<file path="config.mk">
export PLATFORM = sky130hd
export DESIGN_NAME = alu_arbiter
export DESIGN_NICKNAME = d
export VERILOG_FILES = /design/src/rtl/alu_arbiter.sv
export SDC_FILE = /design/constraint.sdc
export NUM_CORES = 1
export LEC_CHECK = 0
export ABC_AREA = 1
export CAP_MARGIN = 20
export CELL_PAD_IN_SITES_DETAIL_PLACEMENT = 1
export CELL_PAD_IN_SITES_GLOBAL_PLACEMENT = 2
export CORE_MARGIN = 5
export CORE_UTILIZATION = 17
export CTS_BUF_LIST = sky130_fd_sc_hd__clkbuf_2
export DETAILED_ROUTE_END_ITERATION = 6
export GPL_ROUTABILITY_DRIVEN = 0
export GPL_TIMING_DRIVEN = 1
export PLACE_DENSITY_LB_ADDON = 0.15
export SLEW_MARGIN = 0
export SYNTH_ARGS = -nofsm -noshare
export SYNTH_HDL_FRONTEND = slang
export SYNTH_SLANG_ARGS = --single-unit
</file>
<file path="constraint.sdc">
create_clock -name clk -period 6.45 [get_ports clk]
set_input_delay 1.935 -clock clk [delete_from_list [all_inputs] [get_ports clk]]
set_output_delay 1.935 -clock clk [all_outputs]
set_load 0.01 [all_outputs]
</file>
<file path="src/rtl/alu_arbiter.sv">
`default_nettype none
// ============================================================================
// Module   : alu_arbiter
// Brief    : Two-requester arbiter in front of one shared combinational ALU,
//            with registered per-lane responses. Define ALU_ARB_FIXED_PRIO_EN
//            for fixed priority (lane 0 wins) instead of round-robin.
// Revision : 1.0 - initial release
// ============================================================================
module alu_arbiter #(
  parameter logic [5:0] IDLE_OP = 6'd28
) (
  input  logic        clk,
  input  logic        rst,
  input  logic [1:0]  req_valid,
  output logic [1:0]  req_ready,
  input  logic [63:0] req_inputA,
  input  logic [63:0] req_inputB,
  input  logic [11:0] req_aluOP,
  output logic [31:0] alu_inputA,
  output logic [31:0] alu_inputB,
  output logic [5:0]  alu_aluOP,
  input  logic [31:0] alu_result,
  input  logic        alu_negative,
  input  logic        alu_zero,
  output logic [1:0]  rsp_valid,
  input  logic [1:0]  rsp_ready,
  output logic [63:0] rsp_result,
  output logic [1:0]  rsp_negative,
  output logic [1:0]  rsp_zero,
  output logic [1:0]  rsp_err
);

  localparam int unsigned c_LANES      = 2;
  localparam logic [5:0]  c_ERR_OP_MIN = 6'd38;

  logic [31:0] w_lane_a  [c_LANES];
  logic [31:0] w_lane_b  [c_LANES];
  logic [5:0]  w_lane_op [c_LANES];

  logic [1:0]  w_elig;
  logic [1:0]  w_gnt;
  logic        w_gnt_idx;
  logic        w_any_gnt;
  logic        w_illegal;
  logic [31:0] w_cap_result;
  logic        w_cap_neg;
  logic        w_cap_zero;

  logic [1:0]  rsp_valid_q, rsp_valid_d;
  logic [31:0] rsp_result_q [c_LANES];
  logic [1:0]  rsp_neg_q;
  logic [1:0]  rsp_zero_q;
  logic [1:0]  rsp_err_q;

  // A lane may be granted while its old response drains in the same cycle.
  always_comb begin
    w_elig = req_valid & (~rsp_valid_q | rsp_ready) & {2{~rst}};
  end

`ifdef ALU_ARB_FIXED_PRIO_EN
  always_comb begin
    w_gnt = 2'b00;
    if (w_elig[0]) begin
      w_gnt = 2'b01;
    end else if (w_elig[1]) begin
      w_gnt = 2'b10;
    end
  end
`else
  logic last_q, last_d;

  // last_q names the lane granted most recently; the other lane wins a tie.
  always_comb begin
    w_gnt = w_elig;
    if (&w_elig) begin
      w_gnt = last_q ? 2'b01 : 2'b10;
    end
  end

  always_comb begin
    last_d = last_q;
    if (w_gnt[1]) begin
      last_d = 1'b1;
    end else if (w_gnt[0]) begin
      last_d = 1'b0;
    end
  end

  always_ff @(posedge clk) begin
    if (rst) begin
      last_q <= 1'b1;
    end else begin
      last_q <= last_d;
    end
  end
`endif

  assign req_ready = w_gnt;
  assign w_gnt_idx = w_gnt[1];
  assign w_any_gnt = |w_gnt;

  always_comb begin
    alu_inputA = 32'd0;
    alu_inputB = 32'd0;
    alu_aluOP  = IDLE_OP;
    if (w_any_gnt) begin
      alu_inputA = w_lane_a[w_gnt_idx];
      alu_inputB = w_lane_b[w_gnt_idx];
      alu_aluOP  = w_lane_op[w_gnt_idx];
    end
  end

  // Illegal opcodes still complete, but report a clean zero result.
  always_comb begin
    w_illegal    = w_any_gnt && (w_lane_op[w_gnt_idx] >= c_ERR_OP_MIN);
    w_cap_result = w_illegal ? 32'd0 : alu_result;
    w_cap_neg    = w_illegal ? 1'b0  : alu_negative;
    w_cap_zero   = w_illegal ? 1'b1  : alu_zero;
  end

  genvar gi;
  generate
    for (gi = 0; gi < c_LANES; gi++) begin : g_lane
      assign w_lane_a[gi]  = req_inputA[32*gi +: 32];
      assign w_lane_b[gi]  = req_inputB[32*gi +: 32];
      assign w_lane_op[gi] = req_aluOP[6*gi +: 6];

      always_comb begin
        rsp_valid_d[gi] = w_gnt[gi] | (rsp_valid_q[gi] & ~rsp_ready[gi]);
      end

      always_ff @(posedge clk) begin
        if (rst) begin
          rsp_valid_q[gi]  <= 1'b0;
          rsp_result_q[gi] <= 32'd0;
          rsp_neg_q[gi]    <= 1'b0;
          rsp_zero_q[gi]   <= 1'b0;
          rsp_err_q[gi]    <= 1'b0;
        end else begin
          rsp_valid_q[gi] <= rsp_valid_d[gi];
          if (w_gnt[gi]) begin
            rsp_result_q[gi] <= w_cap_result;
            rsp_neg_q[gi]    <= w_cap_neg;
            rsp_zero_q[gi]   <= w_cap_zero;
            rsp_err_q[gi]    <= w_illegal;
          end
        end
      end

      assign rsp_result[32*gi +: 32] = rsp_result_q[gi];
    end
  endgenerate

  assign rsp_valid    = rsp_valid_q;
  assign rsp_negative = rsp_neg_q;
  assign rsp_zero     = rsp_zero_q;
  assign rsp_err      = rsp_err_q;

endmodule
`default_nettype wire

</file>
==> results of run 1 <==
power groups by stage:
| stage | Sequential [mW] | Clock [mW] | Combinational, mW |
|---|---|---|---|
| after floorplan | 0.595 | 0 | 0.118 |
| after global placement | 0.576 | 0 | 0.426 |
| after detailed placement | 0.577 | 0 | 0.427 |
| after CTS | 0.566 | 0.347 | 0.430 |
| after global routing | 0.569 | 0.367 | 0.454 |
| final | 0.565 | 0.334 | 0.418 |
logic make-up after synthesis:
| group | share of synthesized area (%) |
|---|---|
| simple gates | 37.9 |
| flops | 56.2 |
| buf+inv | 5.02 |
| compound gates | 0.904 |
state kept, by name, summed over array words and instances, names as in the netlist:
signal / cells
rsp_zero: 2
rsp_err: 2
rsp_negative: 2
last_q: 1
rsp_valid: 2
rsp_result_q: 64
cells in the mapped netlist:
cell type / instances
nand2_1: 192
a21oi_2: 1
dfxtp_1: 9
nand2_2: 1
inv_2: 3
buf_6: 3
nand2_4: 2
nor2_1: 69
o21ai_1: 2
buf_4: 1
edfxtp_1: 64
o21ai_0: 1
nand3_1: 77
buf_1: 6
clkbuf_1: 19
inv_1: 7
buf_2: 3
a21oi_1: 2
nor2_4: 1
nand3_2: 1
critical path: cells and delay by family:
kind	cells	cell delay, ns
buffers and inverters	5	1.52
AND/OR/NAND/NOR	4	0.59
AO/OA/AOI/OAI	1	0.12
stage by stage:
stage	hold slack (ns)	utilization, %	power (mW)	cell area (um^2)	instances
finish	0.478	34.2	1.32	7450	1063
global route	0.516	34.2	1.39	7450	1062
CTS	0.483	34.2	1.34	7440	1060
detailed placement	0.456	33.5	1.00	7280	1044
global placement	0.448	33.5	1.00	7280	1044
floorplan	0.474	-	0.713	3740	464
worst max path at each step:
stage,endpoint,cells past startpoint,startpoint,slack (ns)
after detailed placement,alu_aluOP[5],10,rst,0.30
final,alu_aluOP[1],10,rst,0.35
after floorplan,alu_inputA[10],9,rst,1.45
after global routing,alu_aluOP[1],10,rst,0.20
after CTS,alu_aluOP[1],10,rst,0.29
after global placement,alu_aluOP[1],10,rst,0.36
area by class of cell:
| cell class | instances | area, um^2 |
|---|---|---|
| repair buffers | 332 | 3340 |
| flip-flops and latches | 73 | 2100 |
| diodes | 3 | 7.51 |
| clock inverters | 5 | 104 |
| multi-input cells | 349 | 1460 |
| clock buffers | 11 | 55.1 |
| well taps | 280 | 350 |
| fillers | 2575 | 14300 |
| inverters | 10 | 37.5 |
routing by layer:
| layer | global-route usage [%] | vias up | wire [um] |
|---|---|---|---|
| met4 | 3.37 | 0 | 239 |
| met1 | 14.6 | 2002 | 6580 |
| met3 | 6.74 | 18 | 2260 |
| li1 | - | 2131 | - |
| met5 | 0 | - | 0 |
| met2 | 25.4 | 204 | 9350 |
==> metrics, run 1 <==
HP Class flop to flop; DRC 0; Core Box Area between 20000 and 25000 um^2; Net Sw Power 354 uW; GRT Util Overall roughly 14%; Die W between 150 and 200 um; pin count of the biggest net entering global routing 83; nets between 900 and 1000; PwrDens about 180 nW/um^2; num rows 54; setup repair bufs after CTS 0; Hold Buf Count CTS 0; Slew headroom 68.3%; I/O Pins 324; R2R depth 12; Final Slew Violations 0; CP max FO 82; r2r endpoint rsp_result_q[0][14]; commonest non-fill, non-tap cell in the layout clkdlybuf4s50_1; clock sink total 73; RSZ-0062 raised after global routing no; VDD IR-drop max between 0.00007 and 0.00008 V; share of layout cells above drive strength 1 under 10%; vias per inst ~4; initial core utilization approximately 17%; port bufs ~320; area leader, netlist edfxtp_1; Max Freq about 160 MHz; Root Driver clkbuf_2; top cells by area, synth edfxtp_1 (51%), nand2_1 (19%), nand3_1 (10%); first-pass GRT wire length 26800 um; worst slew pin tran ~0.48 ns; hold path start rsp_negative[1]; final hold vios 0; Crit Path Class input pin to primary output; clock tree from TritonCTS built; Sequential Power Share a little over two fifths; Distinct cells, synth 20; GRT overflow 0; Worst Setup End Kind primary output; routed length per placed instance 17.3 um; hold endpoint rsp_negative[1]; Routed Antenna Nets 0; depth of the worst hold-timing path 2; period utilization between 90% and 100%; # resized after CTS 0; combinational share of power between 30% and 40%; WL final around 18000 um; r2r startpoint rsp_valid[1]; clock tree buffer depth 2; post-synthesis sequential area ratio 56.2%; synthesized area per cell about 8.1 um^2; final setup TNS 0 ns; DRT iter0 DRCs ~130; Synth Warn # 0; Die Y-Extent approximately 160 um; area grow syn2layout 99.3%; drt pass-1 iters 4; H-tree Lvls 3; commonest cells after routing, fill and taps aside clkdlybuf4s50_1 (323), nand2_1 (192), nand3_1 (77), nor2_1 (68), edfxtp_1 (64); Yosys top cell area share 51.4%; Syn Nets ~640; minimum clock period between 6 and 7 ns; sw frac between 20 and 30%; #FFs+latches synth 73; Die Area between 20000 and 30000 um^2; Max-cap violations 0; initial antenna violation count 2; post-DP HPWL around 14000 um; Post-Syn Area ~3700 um^2; vias in the first global route about 4800; Critical Path AT 4.17 ns; reg2reg setup slack between 4 and 5 ns; clock buffer count from CTS 9; vias ~4400; PnR worst setup slack approximately 0.35 ns; Worst Skew 0.0157 ns; critical-path cell list clkdlybuf4s50_1 -> inv_2 -> nand2_1 -> nor2_4 -> nand2_4 -> buf_12 -> nand2_1 -> inv_2 -> a21oi_1 -> clkdlybuf4s50_1; Internal about 960 uW; CP Launch Type input pin; Clk pwr share between 20% and 30%; Final Setup Violations 0; Clk Latency, worst-skew pair 0.50 ns; cell count after synthesis roughly 460; Leak 3.08 nW; status finished clean; Worst EP required 4.51 ns; critical path's slowest cell clkdlybuf4s50_1; CP max stage delay 0.55 ns; pre-CTS setup slack 0.303 ns; Reg clk slew, reported paths ~0.19 ns
Note: power is estimated with default switching activity, not from simulation.
==> inputs of run 2 (changes only) <==
--- a/config.mk
+++ b/config.mk
@@ -9,7 +9,7 @@
 export CAP_MARGIN = 20
 export CELL_PAD_IN_SITES_DETAIL_PLACEMENT = 1
 export CELL_PAD_IN_SITES_GLOBAL_PLACEMENT = 2
-export CORE_MARGIN = 5
+export CORE_MARGIN = 3
 export CORE_UTILIZATION = 17
 export CTS_BUF_LIST = sky130_fd_sc_hd__clkbuf_2
 export DETAILED_ROUTE_END_ITERATION = 6
==> run 2 against run 1 <==
Compared with the run above:
- non-clock buffer count is 2 higher
- flip-flop and latch count stayed put
- largest cell class unchanged
- die area is 5.0% lower
- highest routed layer unchanged
- sequential power hardly changed
- clock skew is 0.0092 ns higher
- largest power group unchanged
==> metrics, run 2 (synthesized netlist as in run 1, its figures left out) <==
GRT Util Overall 14.7% (was 14.0%); Final Slew Violations 0 (unchanged); Die Y-Extent 154 um (was 158 um); footprint of the multi-input gates 1460 um^2 (unchanged); drt pass-1 iters 4 (unchanged); pin count of the biggest net entering global routing 67 (was 83); vias 4389 (was 4355); DRT iter0 DRCs 171 (was 128); register area 2100 um^2 (unchanged); Crit Path Class input pin to primary output (unchanged); HP Class flop to flop (unchanged); Core Box Area 21300 um^2 (was 21800 um^2); WL final 18200 um (was 18400 um); first-pass GRT wire length 27500 um (was 26800 um); Hold Buf Count CTS 0 (unchanged); status finished clean (unchanged); critical-path cell list clkdlybuf4s50_1 -> inv_1 -> nor2_1 -> nand3_2 -> nand2_4 -> buf_12 -> nand3_1 -> nand2_1 -> clkdlybuf4s50_1 (was clkdlybuf4s50_1 -> inv_2 -> nand2_1 -> nor2_4 -> nand2_4 -> buf_12 -> nand2_1 -> inv_2 -> a21oi_1 -> clkdlybuf4s50_1); Fillers 2485 (was 2575); Most Crowded Layer GR met2 (unchanged); Final Core Density 34.8% (was 34.2%); initial core utilization 17.6% (was 17.2%); met2 Use GR 26.8% (was 25.4%); # resized after CTS 0 (unchanged); port bufs 323 (unchanged); diode count 0 (was 3); M1 GR Usage 15.9% (was 14.6%); Slew headroom 69.4% (was 68.3%); Max-cap violations 0 (unchanged); DRC 0 (unchanged); CP max FO 54 (was 82); Root Driver clkbuf_2 (unchanged); period utilization 95.8% (was 94.6%); Reg clk slew, reported paths 0.18 ns (was 0.19 ns); vias in the first global route 4840 (was 4793); GRT overflow 0 (unchanged); share of layout cells above drive strength 1 4.48% (was 4.49%); RSZ-0062 raised after global routing no (unchanged); Die W 154 um (was 158 um); Max Freq 162 MHz (was 164 MHz); clock buffer count from CTS 9 (unchanged); I/O Pins 324 (unchanged); PwrDens 166 nW/um^2 (was 177 nW/um^2); Worst Setup End Kind primary output (unchanged); Critical Path AT 4.25 ns (was 4.17 ns); num rows 53 (was 54); CP max stage delay 0.56 ns (was 0.55 ns); worst slew pin tran 0.459 ns (was 0.476 ns); Worst Skew 0.0250 ns (was 0.0157 ns); Die Area 23800 um^2 (was 25100 um^2); CP Launch Type input pin (unchanged); vias per inst 4.16 (was 4.10); CP most frequent cell clkdlybuf4s50_1; Final Setup Violations 0 (unchanged); commonest cells after routing, fill and taps aside clkdlybuf4s50_1 (323), nand2_1 (192), nand3_1 (77), nor2_1 (68), edfxtp_1 (64) (unchanged); area grow syn2layout 97.9% (was 99.3%); Final Power 1.23 mW (was 1.32 mW); Worst EP required 4.51 ns (about the same); Clk Latency, worst-skew pair 0.48 ns (was 0.50 ns); clock tree from TritonCTS built (unchanged); max reg flops 64 (unchanged); Largest Register rsp_result_q (unchanged); GR Util met3 5.51% (was 6.74%); setup repair bufs after CTS 0 (unchanged); post-DP HPWL 14500 um (about the same); routed length per placed instance 17.2 um (was 17.3 um); VDD IR-drop max 0.0000747 V (was 0.0000752 V); H-tree Lvls 3 (unchanged); Routed Antenna Nets 0 (unchanged); final setup TNS 0 ns (unchanged); critical path's slowest cell clkdlybuf4s50_1 (unchanged); Leak 3.06 nW (was 3.08 nW); PnR worst setup slack 0.269 ns (was 0.346 ns); commonest non-fill, non-tap cell in the layout clkdlybuf4s50_1 (unchanged); minimum clock period 6.18 ns (was 6.10 ns); clock sink total 73 (unchanged); clock tree buffer depth 2 (unchanged); initial antenna violation count 0 (was 2); final hold vios 0 (unchanged); Cell Area, Placed 7290 um^2 (was 7280 um^2); nets 957 (was 955); pre-CTS setup slack 0.244 ns (was 0.303 ns); design area 7400 um^2 (was 7450 um^2)
[run 2: cell types whose count changed in the layout (fill, tap and decap cells not counted), sizes merged]
cell / delta
buf: +2
bufinv: -2
clkinvlp: +1
clkbuf: -2
diode: -3
clkinv: +2
[run 2: layout make-up]
type	count	share of cell area [%]
inverters	10	0.507
clock inverters	6	0.812
multi-input cells	349	19.7
repair buffers	334	45.3
flip-flops and latches	73	28.4
clock buffers	9	0.609
well taps	275	4.65
[run 2: path summary, 6_finish.rpt]
| path | slack (ns) | end | from | depth (start not counted) |
|---|---|---|---|---|
| worst max register to register | 4.07 | rsp_result_q[0][1] | rsp_valid[1] | 12 |
| worst min-delay path | 0.47 | rsp_negative[1] | rsp_negative[1] | 2 |
| worst min register to register | 0.47 | rsp_negative[1] | rsp_negative[1] | 2 |
| worst max-delay path | 0.27 | alu_inputB[0] | req_valid[0] | 9 |
[run 2: critical path, delay by kind of cell]
kind | cells | cell delay, ns
simple gates | 5 | 0.91
buf+inv | 4 | 1.37
[run 2: where the power goes]
| part | total, mW | switching (mW) | leakage (nW) | internal, mW |
|---|---|---|---|---|
| clock network | 0.241 | 0.156 | 0.0652 | 0.0855 |
| logic | 0.419 | 0.179 | 2.25 | 0.240 |
| registers | 0.567 | 0.0128 | 0.747 | 0.554 |
[run 2: metrics by stage]
stage / hold slack [ns] / cells
final: 0.474 / 1056
after global routing: 0.506 / 1056
after CTS: 0.482 / 1056
after detailed placement: 0.457 / 1041
after global placement: 0.445 / 1041
after floorplan: 0.474 / 464
[run 2: layer usage]
| metal | share of wire (%) | wire length [um] |
|---|---|---|
| met1 | 37 | 6730 |
| met3 | 9.9 | 1800 |
| met2 | 51 | 9270 |
| met4 | 2.1 | 380 |
| met5 | 0 | 0 |
==> inputs of run 3 (changes only) <==
--- a/config.mk
+++ b/config.mk
@@ -10,8 +10,9 @@
 export CELL_PAD_IN_SITES_DETAIL_PLACEMENT = 1
 export CELL_PAD_IN_SITES_GLOBAL_PLACEMENT = 2
 export CORE_MARGIN = 3
-export CORE_UTILIZATION = 17
+export CORE_UTILIZATION = 14
 export CTS_BUF_LIST = sky130_fd_sc_hd__clkbuf_2
+export CTS_CLUSTER_DIAMETER = 60
 export DETAILED_ROUTE_END_ITERATION = 6
 export GPL_ROUTABILITY_DRIVEN = 0
 export GPL_TIMING_DRIVEN = 1
@@ -20,3 +21,4 @@
 export SYNTH_ARGS = -nofsm -noshare
 export SYNTH_HDL_FRONTEND = slang
 export SYNTH_SLANG_ARGS = --single-unit
+export TNS_END_PERCENT = 30
==> constraint.sdc (replaced) <==
create_clock -name clk -period 5.1 [get_ports clk]
set_input_delay 1.53 -clock clk [delete_from_list [all_inputs] [get_ports clk]]
set_output_delay 1.53 -clock clk [all_outputs]
set_load 0.01 [all_outputs]
==> run 3 against run 2 <==
Compared with the run above:
- setup slack worse by 0.18 ns
- utilization down 5.4 points
- global-route usage down 2.0 points
- clock-buffer cell count unchanged
- largest cell class unchanged
==> metrics, run 3 (synthesized netlist as in run 1, its figures left out) <==
status finished clean (unchanged); PwrDens 207 nW/um^2 (was 166 nW/um^2); clock sink total 73 (unchanged); Max-cap violations 0 (unchanged); VDD IR-drop max 0.0000676 V (was 0.0000747 V); HP Class flop to flop (unchanged); Leak 3.24 nW (was 3.06 nW); Clk Latency, worst-skew pair 0.49 ns (was 0.48 ns); commonest non-fill, non-tap cell in the layout clkdlybuf4s50_1 (unchanged); Die Area 28700 um^2 (was 23800 um^2); Final Power 1.59 mW (was 1.23 mW); Slew headroom 68.5% (was 69.4%); RSZ-0062 raised after global routing yes (was no); Final Setup Violations 0 (unchanged); Cell Area, Placed 7440 um^2 (was 7290 um^2); critical path's slowest cell clkdlybuf4s50_1 (unchanged); DRT iter0 DRCs 145 (was 171); initial core utilization 14.3% (was 17.6%); Critical Path AT 3.48 ns (was 4.25 ns); nets 969 (was 957); DP Cell Count 1109 (was 1041); commonest cells after routing, fill and taps aside clkdlybuf4s50_1 (316), nand2_1 (192), nand3_1 (77), nor2_1 (68), edfxtp_1 (64) (was clkdlybuf4s50_1 (323), nand2_1 (192), nand3_1 (77), nor2_1 (68), edfxtp_1 (64)); CP Launch Type input pin (unchanged); CP max stage delay 0.56 ns (about the same); share of layout cells above drive strength 1 6.05% (was 4.48%); Core Box Area 26100 um^2 (was 21300 um^2); period utilization between 90% and 100%; WL final 19800 um (was 18200 um); num rows 59 (was 53); DRC 0 (unchanged); PnR worst setup slack 0.0872 ns (was 0.269 ns); initial antenna violation count 1 (was 0); register area 2100 um^2 (unchanged); H-tree Lvls 3 (unchanged); CP most frequent cell nand2_1 (was clkdlybuf4s50_1); Fillers 3100 (was 2485); clock buffer count from CTS 9 (unchanged); first-pass GRT wire length 28300 um (was 27500 um); vias per inst 3.97 (was 4.16); pre-CTS setup slack 0.0442 ns (was 0.244 ns); final hold vios 0 (unchanged); Worst EP required 3.57 ns (was 4.51 ns); Reg clk slew, reported paths 0.21 ns (was 0.18 ns); Die Y-Extent 169 um (was 154 um); Root Driver clkbuf_2 (unchanged); Largest Register rsp_result_q (unchanged); port bufs 323 (unchanged); Final Slew Violations 0 (unchanged); GRT overflow 0 (unchanged); clock tree from TritonCTS built (unchanged); GRT Util Overall 12.7% (was 14.7%); area grow syn2layout 105% (was 97.9%); max reg flops 64 (unchanged); worst slew pin tran 0.472 ns (was 0.459 ns); vias 4484 (was 4389); Worst Skew 0.0117 ns (was 0.0250 ns); Crit Path Class input pin to primary output (unchanged); design area 7680 um^2 (was 7400 um^2); critical-path cell list clkdlybuf4s50_1 -> inv_2 -> nand2_1 -> nor2_4 -> nand2_4 -> inv_4 -> clkbuf_16 -> nand2_1 -> nand2_1 -> clkdlybuf4s50_1 (was clkdlybuf4s50_1 -> inv_1 -> nor2_1 -> nand3_2 -> nand2_4 -> buf_12 -> nand3_1 -> nand2_1 -> clkdlybuf4s50_1); routed length per placed instance 17.5 um (was 17.2 um); drt pass-1 iters 4 (unchanged); Max Freq about 200 MHz; Die W 169 um (was 154 um); Worst Setup End Kind primary output (unchanged); vias in the first global route 5035 (was 4840); Post-Layout Cell Count 1129 (was 1056); minimum clock period between 5 and 6 ns; CP max FO 22 (was 54); footprint of the multi-input gates 1460 um^2 (unchanged); I/O Pins 324 (unchanged); clock tree buffer depth 2 (unchanged); pin count of the biggest net entering global routing 63 (was 67); Routed Antenna Nets 0 (unchanged); post-DP HPWL 14800 um (was 14500 um)
[run 3: critical path, delay by kind of cell]
kind	cells	cell delay, ns
and+or+nand+nor	5	0.49
buffers and inverters	5	1.47
[run 3: path summary, 6_finish.rpt]
| check | startpoint | endpoint | slack [ns] | cells past startpoint |
|---|---|---|---|---|
| min reg2reg | rsp_zero[1] | rsp_zero[1] | 0.48 | 2 |
| min | rsp_zero[1] | rsp_zero[1] | 0.48 | 2 |
| max | rst | alu_inputA[2] | 0.09 | 10 |
| max reg2reg | rsp_valid[1] | rsp_result_q[0][12] | 2.86 | 10 |
[run 3: repair_timing]
action,in CTS,in global routing
setup buffers,0,1
endpoints found under the setup margin,0,25
hold buffers,0,0
resized for setup,0,11
endpoints found under the hold margin,0,0
[run 3: area by class of cell]
cell class,instances,area share (%)
Timing Repair Buffer,346,46.3
Sequential cell,73,27.4
Multi-Input combinational cell,349,19.0
Tap cell,335,5.46
Clock inverter,6,0.782
Clock buffer,9,0.587
Inverter,10,0.521
Antenna cell,1,0.0326
[run 3: through the flow]
| step | util, % | TNS [ns] | hold slack, ns |
|---|---|---|---|
| 2_1_floorplan | - | 0 | 0.474 |
| 3_3_place_gp | 28.5 | 0 | 0.447 |
| 3_5_place_dp | 28.5 | 0 | 0.447 |
| 4_1_cts | 28.9 | 0 | 0.485 |
| 5_1_grt | 29.4 | -0.0222 | 0.512 |
| 6_report | 29.4 | 0 | 0.479 |
[run 3: routing by layer]
metal	vias up	track usage, %	part of all wire (%)
met5	-	0	0
li1	2157	-	-
met4	0	4.05	1.4
met2	226	22.8	51
met1	2084	13.4	37
met3	17	5.36	10
[run 3: power breakdown]
| part | internal, mW | switching (mW) | total, mW | leakage, nW |
|---|---|---|---|---|
| Combinational | 0.318 | 0.238 | 0.556 | 2.43 |
| Clock | 0.108 | 0.211 | 0.318 | 0.0635 |
| Sequential | 0.701 | 0.0154 | 0.716 | 0.747 |
